===== config.mk =====
export PLATFORM = sky130hd
export DESIGN_NAME = instruction_store
export DESIGN_NICKNAME = d
export VERILOG_FILES = /design/src/rtl/cpu_pkg.sv /design/src/rtl/instr_ram.sv /design/src/rtl/instruction_store.sv
export SDC_FILE = /design/constraint.sdc
export NUM_CORES = 2
export LEC_CHECK = 0
export CORE_MARGIN = 8
export CORE_UTILIZATION = 40
export CTS_CLUSTER_DIAMETER = 50
export DETAILED_ROUTE_END_ITERATION = 6
export GPL_TIMING_DRIVEN = 0
export PLACE_DENSITY = 0.52
export SYNTH_ARGS = -nofsm -noshare
export SYNTH_HDL_FRONTEND = slang
export SYNTH_SLANG_ARGS = --single-unit

===== constraint.sdc =====
create_clock -name clk -period 4 [get_ports clk]
set_input_delay 0.8 -clock clk [delete_from_list [all_inputs] [get_ports clk]]
set_output_delay 0.8 -clock clk [all_outputs]
set_load 0.01 [all_outputs]

===== src/rtl/cpu_pkg.sv =====
// Shared widths, fill word and state encodings for the instruction store.
package cpu_pkg;
    localparam int INSTR_W = 16;
    localparam int IDX_W = 8;
    localparam logic [INSTR_W-1:0] FILL_WORD = 16'hfee7;

    typedef enum logic [1:0] {EMPTY, LOADING, READY} store_state_t;

    // Source of fetch_data in the cycle after a fetch request.
    typedef enum logic [1:0] {DATA_HOLD, DATA_RAM, DATA_FILL, DATA_ZERO} data_sel_t;

    function automatic logic idx_in_range(input logic [IDX_W-1:0] idx, input int depth);
        return int'(idx) < depth;
    endfunction
endpackage


===== src/rtl/instr_ram.sv =====
// Simple dual-port instruction RAM: one write port, one registered read port, no reset.
module instr_ram #(
    parameter int DEPTH = 256,
    parameter int WIDTH = 16,
    parameter int AW = 8
) (
    input  logic             clk,
    input  logic             wr_en,
    input  logic [AW-1:0]    wr_addr,
    input  logic [WIDTH-1:0] wr_data,
    input  logic             rd_en,
    input  logic [AW-1:0]    rd_addr,
    output logic [WIDTH-1:0] rd_data
);
    logic [WIDTH-1:0] mem [DEPTH];

    always_ff @(posedge clk) begin
        if (wr_en) begin
            mem[wr_addr] <= wr_data;
        end
        if (rd_en) begin
            rd_data <= mem[rd_addr];
        end
    end
endmodule


===== src/rtl/instruction_store.sv =====
// Program store filled by a loader while the CPU is held, then serving 1-cycle fetches
// with a per-slot written map that flags fetches of unwritten slots.
module instruction_store
    import cpu_pkg::*;
#(
    parameter int DEPTH = 256,
    parameter logic [15:0] FILL_WORD = cpu_pkg::FILL_WORD
) (
    input  logic         clk,
    input  logic         reset,
    input  logic         load_active,
    input  logic         write_en,
    input  logic [7:0]   write_index,
    input  logic [15:0]  write_instruction,
    input  logic [7:0]   fetch_addr,
    input  logic         fetch_en,
    output logic [15:0]  fetch_data,
    output logic         fetch_valid,
    output logic         fetch_fault,
    output logic         ready,
    output logic [7:0]   loaded_count,
    output logic [15:0]  checksum
);
    localparam int AW = (DEPTH > 1) ? $clog2(DEPTH) : 1;

    store_state_t        state_reg;
    data_sel_t           data_sel_reg;
    logic [INSTR_W-1:0]  hold_reg;
    logic [INSTR_W-1:0]  ram_data;
    logic [DEPTH-1:0]    written_reg;
    logic                valid_reg;
    logic                fault_reg;
    logic                ready_reg;
    logic [IDX_W-1:0]    count_reg;
    logic [INSTR_W-1:0]  sum_reg;

    logic accept;
    logic served;
    logic fault_now;

    assign accept    = (state_reg == LOADING) && write_en && idx_in_range(write_index, DEPTH);
    assign served    = fetch_en && (state_reg == READY);
    assign fault_now = !idx_in_range(fetch_addr, DEPTH) || !written_reg[fetch_addr[AW-1:0]];

    instr_ram #(
        .DEPTH (DEPTH),
        .WIDTH (INSTR_W),
        .AW    (AW)
    ) u_ram (
        .clk     (clk),
        .wr_en   (accept),
        .wr_addr (write_index[AW-1:0]),
        .wr_data (write_instruction),
        .rd_en   (served),
        .rd_addr (fetch_addr[AW-1:0]),
        .rd_data (ram_data)
    );

    always_comb begin
        fetch_data = hold_reg;
        case (data_sel_reg)
            DATA_RAM:  fetch_data = ram_data;
            DATA_FILL: fetch_data = FILL_WORD;
            DATA_ZERO: fetch_data = '0;
            default:   fetch_data = hold_reg;
        endcase
    end

    always_ff @(posedge clk) begin
        if (reset) begin
            state_reg    <= EMPTY;
            data_sel_reg <= DATA_HOLD;
            hold_reg     <= '0;
            written_reg  <= '0;
            valid_reg    <= 1'b0;
            fault_reg    <= 1'b0;
            ready_reg    <= 1'b0;
            count_reg    <= '0;
            sum_reg      <= '0;
        end else begin
            // Fetch response path: an in-flight fetch completes even if a load starts.
            hold_reg  <= fetch_data;
            valid_reg <= served;
            fault_reg <= served && fault_now;
            if (!fetch_en) begin
                data_sel_reg <= DATA_HOLD;
            end else if (!served) begin
                data_sel_reg <= DATA_ZERO;
            end else if (fault_now) begin
                data_sel_reg <= DATA_FILL;
            end else begin
                data_sel_reg <= DATA_RAM;
            end

            case (state_reg)
                EMPTY, READY: begin
                    if (load_active) begin
                        state_reg   <= LOADING;
                        ready_reg   <= 1'b0;
                        count_reg   <= '0;
                        sum_reg     <= '0;
                        written_reg <= '0;
                    end
                end
                LOADING: begin
                    if (accept) begin
                        written_reg[write_index[AW-1:0]] <= 1'b1;
                        sum_reg <= sum_reg + write_instruction;
                        if (count_reg != 8'hff) begin
                            count_reg <= count_reg + 8'd1;
                        end
                    end
                    if (!load_active) begin
                        if ((count_reg != '0) || accept) begin
                            state_reg <= READY;
                            ready_reg <= 1'b1;
                        end else begin
                            state_reg <= EMPTY;
                            ready_reg <= 1'b0;
                        end
                    end
                end
                default: begin
                    state_reg <= EMPTY;
                    ready_reg <= 1'b0;
                end
            endcase
        end
    end

    assign fetch_valid  = valid_reg;
    assign fetch_fault  = fault_reg;
    assign ready        = ready_reg;
    assign loaded_count = count_reg;
    assign checksum     = sum_reg;
endmodule


## Word level (Yosys, flattened, before mapping)

Memory sizes are Yosys's and may differ from the RTL's. A register that Yosys moved wholly into a read port is not among the register bits.
Cells that the tools add are included.

| word-level totals | value |
|---|---|
| bits in registers | 303 |
| input port bits | 37 |
| bits in writable memories | 4,096 |
| memories | 1 |

Memory list:

| memory | depth | bits a word | read ports | clocked after memory_dff | write ports | RTL line | text |
|---|---|---|---|---|---|---|---|
| u_ram.mem | 256 | 16 | 1 | 1 | 1 | instr_ram.sv:15 | `logic [WIDTH-1:0] mem [DEPTH];` |

| cells by class | value |
|---|---|
| add/sub/neg operators | 2 |
| eq/ne operators | 10 |
| bitwise gates (word level) | 2 |
| multiplexer cells | 27 |
| order comparisons | 3 |
| reductions and logical operators | 14 |

Operators by type and width:

| operator | count |
|---|---|
| $mux W256 | 2 |
| $pmux W256 S2 | 1 |
| $or A256 B256 Y256 | 1 |
| $pmux W16 S3 | 1 |
| $mux W16 | 2 |
| $pmux W16 S2 | 1 |
| $mux W8 | 3 |
| $lt A8 B9 Y1 const B | 2 |
| $add A16 B16 Y16 | 1 |
| $pmux W8 S2 | 1 |
| $mux W2 | 5 |
| $add A8 B1 Y8 const B | 1 |
| $bmux W1 S8 | 1 |
| $demux W1 S8 | 1 |
| $ge A8 B1 Y1 const B | 1 |
| $ne A8 B8 Y1 const B | 1 |
| $reduce_bool A8 Y1 | 1 |
| $mux W1 | 7 |
| $eq A2 B2 Y1 const B | 3 |
| $ne A2 B2 Y1 const B | 3 |
| $eq A2 B1 Y1 const B | 2 |
| $logic_and A1 B1 Y1 | 4 |
| $pmux W2 S2 | 1 |
| $reduce_and A4 Y1 | 1 |
| other kinds (10) | 11 |

## Logic depth before layout (Yosys ltp)

| depth | value |
|---|---|
| depth in word-level cells | 7 |
| depth in mapped cells | 13 |
| gate-level depth less buffers | 11 |

## Modules after synthesis

A second synthesis with hierarchy kept.

| unflattened totals | value |
|---|---|
| cell total of the unflattened synthesis | 8,729 |
| area total of the unflattened synthesis | 171,533.3 um^2 |

Modules (own cells, without submodules):

| module | area an instance (um^2) | cells each | instances |
|---|---|---|---|
| instr_ram | 158,874.9 | 7,360 | 1 |
| instruction_store | 12,658.4 | 1,369 | 1 |

## Worst setup path after synthesis

Ideal clock, no wire load.

| timing | value |
|---|---|
| path kind | in2reg |
| start point | input port fetch_addr[1] |
| end point | register u_ram.rd_data[4] (read register of u_ram.mem), data pin |
| data required time | 3,725 ps |
| setup time | 275 ps |
| arrival time | 3,054 ps |
| stages on the path | 10 |
| setup slack | 671 ps |
| path through | buf_4 > clkbuf_1 > clkbuf_1 > buf_1 > mux4_2 > mux4_2 > a22oi_1 > nand2_1 > a22oi_1 > o221ai_1 |

RTL lines:

| what | RTL line | text |
|---|---|---|
| from (decl) | instruction_store.sv:15 | `input logic [7:0] fetch_addr,` |
| to (decl) | instr_ram.sv:13 | `output logic [WIDTH-1:0] rd_data` |

==> results.json <==
{
  "status": "complete, but fails checks",
  "min_path_type": "input port to flip-flop",
  "grt_max_degree": 154,
  "dr.first_iter.drc_count": 11000,
  "endpoint_kind": "flip-flop",
  "max_stage_delay_ps": 670,
  "cts_buffer_depth": 4,
  "dieWidth_um": 666,
  "clk_pin_slew_ps": 70,
  "largest_reg_flops": 4096,
  "rsz0062_at_grt": "yes",
  "cts_buffers": 483,
  "root_buffer": "clkbuf_16",
  "synth_top_area_cell": "edfxtp_1",
  "min_path_cells": 1,
  "clkLatencyLatePin_ps": 1020,
  "period_share_pct": 104,
  "share_comb_of_total_power_pct": 5.4,
  "coreArea_um2": 420000,
  "path_max_fanout": 10,
  "wirelength_um": 512000,
  "cts_max_level": 5,
  "pwr-share-seq_pct": 50.3,
  "setup_viol": 92,
  "synth-async-reset-ratio_pct": 0,
  "syn_to_final_growth_pct": 18.3,
  "row_count": 238,
  "drive_gt1_share_pct": 33.4,
  "min_period_ps": 4180,
  "ys_seq_area_share_pct": 76.6,
  "vias": 84900,
  "fmax_ghz": 0.239,
  "synth-simple-area-share_pct": 1.98,
  "synth_seq_cells": 4414,
  "place_hpwl_um": 349000,
  "setup_ws_ps": -179,
  "ios": 80,
  "dr.pass1.iters": 6,
  "grt_pass1_wl_um": 702000,
  "clock-skew-final_ps": 62.1,
  "cellPowerDensity_nw_per_um2": 502,
  "synth_xor_area_share_pct": 0.0829,
  "synth_top_family_by_area": "multiplexers",
  "die-height_um": 666,
  "cts_sinks": 4414,
  "grt_usage_pct": 22.6,
  "synthesis.area_um2": 169000,
  "grt-ovfl-total": 0,
  "mostFrequentLayoutCell": "edfxtp_1",
  "synth_edf_count": 4112,
  "finish.net_count": 8530,
  "grt_antenna_before_repair": 31,
  "synth_compound_area_share_pct": 1.93,
  "worstRegToRegCells": 9,
  "synth_cells": 7621,
  "synth_ff_type": "edfxtp_1",
  "antenna_left": 0,
  "grt_pass1_vias": 85500,
  "synth-adder-area-share_pct": 0.138,
  "cp_data_required_time_ps": 4700,
  "clkPwrFrac_pct": 44.3,
  "worstSetupStartpointType": "input port",
  "slowest_stage": "clkdlybuf4s50_1",
  "wire_per_inst_um": 35.2,
  "final_hold_viol_count": 0,
  "drc": 0,
  "cts_tree": "done",
  "place_congestion": 0.947,
  "utilization_pct": 47.6,
  "leakagePower_nw": 62.0,
  "switchingPower_w": 0.0221,
  "p_int_w": 0.0782,
  "ir_drop_mv": 0.375,
  "synth.distinct_cells": 52,
  "yosysWarnings": 0,
  "synthesis.nets": 7676,
  "holdWs_ps": 110,
  "synth.top_cell.area_share_pct": 73.1,
  "maxSlewHeadroom_pct": 10.1,
  "worstMarginPinSlew_ps": 1330,
  "synthMuxAreaShare_pct": 18.0,
  "crit_type": "input port to flip-flop",
  "p_sw_share_pct": 22.0,
  "fin_setup_tns_ps": -2980,
  "start_util_pct": 40.2,
  "drv_slew": 0,
  "path_cells": "clkdlybuf4s50_1 > clkbuf_8 > clkbuf_4 > buf_12 > clkbuf_2 > mux4_2 > a22oi_1 > nand2_1 > a22oi_2 > o221ai_2",
  "syn_avg_cell_area_um2": 22.2,
  "final_cell_mix": "4112 x edfxtp_1, 1338 x mux4_2, 494 x clkbuf_16",
  "synth_area_leaders": "edfxtp_1 73%, mux4_2 18%, dfxtp_1 3.6%",
  "cp.arrival_ps": 4880,
  "vias_per_cell": 5.84,
  "cap_violations": 0,
  "port_buffers": 75,
  "violations": "negative setup slack",
  "die_area_um2": 444000
}
## synthesized netlist by cell type (3+ instances only)
cell and number:
o2111ai_1 3, nand3_1 36, and3_1 4, clkbuf_1 237
buf_4 18, a31oi_1 4, nor2_1 592, o21ai_0 24
edfxtp_1 4112, nand4_1 3, xnor2_1 9, a221oi_1 32
a22oi_1 99, inv_1 14, or3_1 5, nor3_1 24
a22o_1 33, o211ai_1 5, ha_1 17, dfxtp_1 302
o221ai_1 16, xor2_1 7, buf_6 18, nor2b_1 31
nand2_1 96, mux2i_1 23, nor4_1 3, buf_2 113
buf_1 64, a21oi_1 292, mux4_2 1338, mux2_2 3
nand2b_1 14, and2_1 5, a211oi_1 3
## routing by layer
metal	routed length [um]	global-route usage (%)	vias up	share of wire, %
met4	19900	7.49	4	3.9
li1	-	-	33900	-
met1	212000	31.8	46500	41
met2	237000	35.4	3699	46
met5	161	0.236	-	0.031
met3	42300	4.62	765	8.3
## power by group through the flow
stage	combinational (W)	clock [W]	sequential, W
floorplan	0.00246	0	0.0514
global placement	0.00508	0	0.0520
detailed placement	0.00530	0	0.0514
CTS	0.00539	0.0451	0.0505
global route	0.00558	0.0468	0.0505
finish	0.00539	0.0445	0.0505
## path summary, 6_finish.rpt
kind,from,to,slack [ps]
max reg2reg,state_reg[0],u_ram.mem[152][4],-50
min reg2reg,written_reg[199],written_reg[199],470
min,write_instruction[8],u_ram.mem[90][8],110
max,fetch_addr[4],u_ram.rd_data[5],-180
## timing repair
action	in CTS	in global routing
endpoints found under the hold margin	4	0
resized for setup	297	91
setup endpoints to repair	2409	1614
buffers inserted	4	3
pin swaps	13	5
hold buffers	1	0
cloned	0	1
## worst max-delay path: cells and delay by family
kind            cells  cell delay, ps
compound gates      3            1160
simple gates        1             290
mux                 1             450
buf+inv             5            2030
## logic make-up (layout without fill, tap and decap cells)
| family | count (synthesis) | after routing |
|---|---|---|
| buffers and inverters | 464 | 1728 |
| adders and majority gates | 18 | 18 |
| muxes | 1364 | 1364 |
| DFF | 4414 | 4414 |
| and+or+nand+nor | 820 | 820 |
| other | 0 | 14 |
| AOI/OAI and AO/OA | 525 | 525 |
| xor gates and xnor gates | 16 | 16 |
## per-stage QoR
stage	setup slack, ps	cell area [um2]	power (W)	cells
2_1_floorplan	671	169000	0.0539	7621
3_3_place_gp	-8630	177000	0.0571	13300
3_5_place_dp	-3440	183000	0.0567	13600
4_1_cts	-344	200000	0.101	14500
5_1_grt	-53.2	200000	0.103	14500
6_report	-179	200000	0.100	14500
## area by class of cell
type / instances / area, um2
Inverter: 14 / 52.6
Tap cell: 5640 / 7060
Antenna cell: 14 / 35.0
Buffer: 447 / 2550
Sequential cell: 4414 / 130000
Clock buffer: 602 / 12800
Clock inverter: 293 / 3060
Timing Repair Buffer: 372 / 6270
Multi-Input combinational cell: 2743 / 38600
Fill cell: 34400 / 221000
Power figures use the tool's default switching activity.
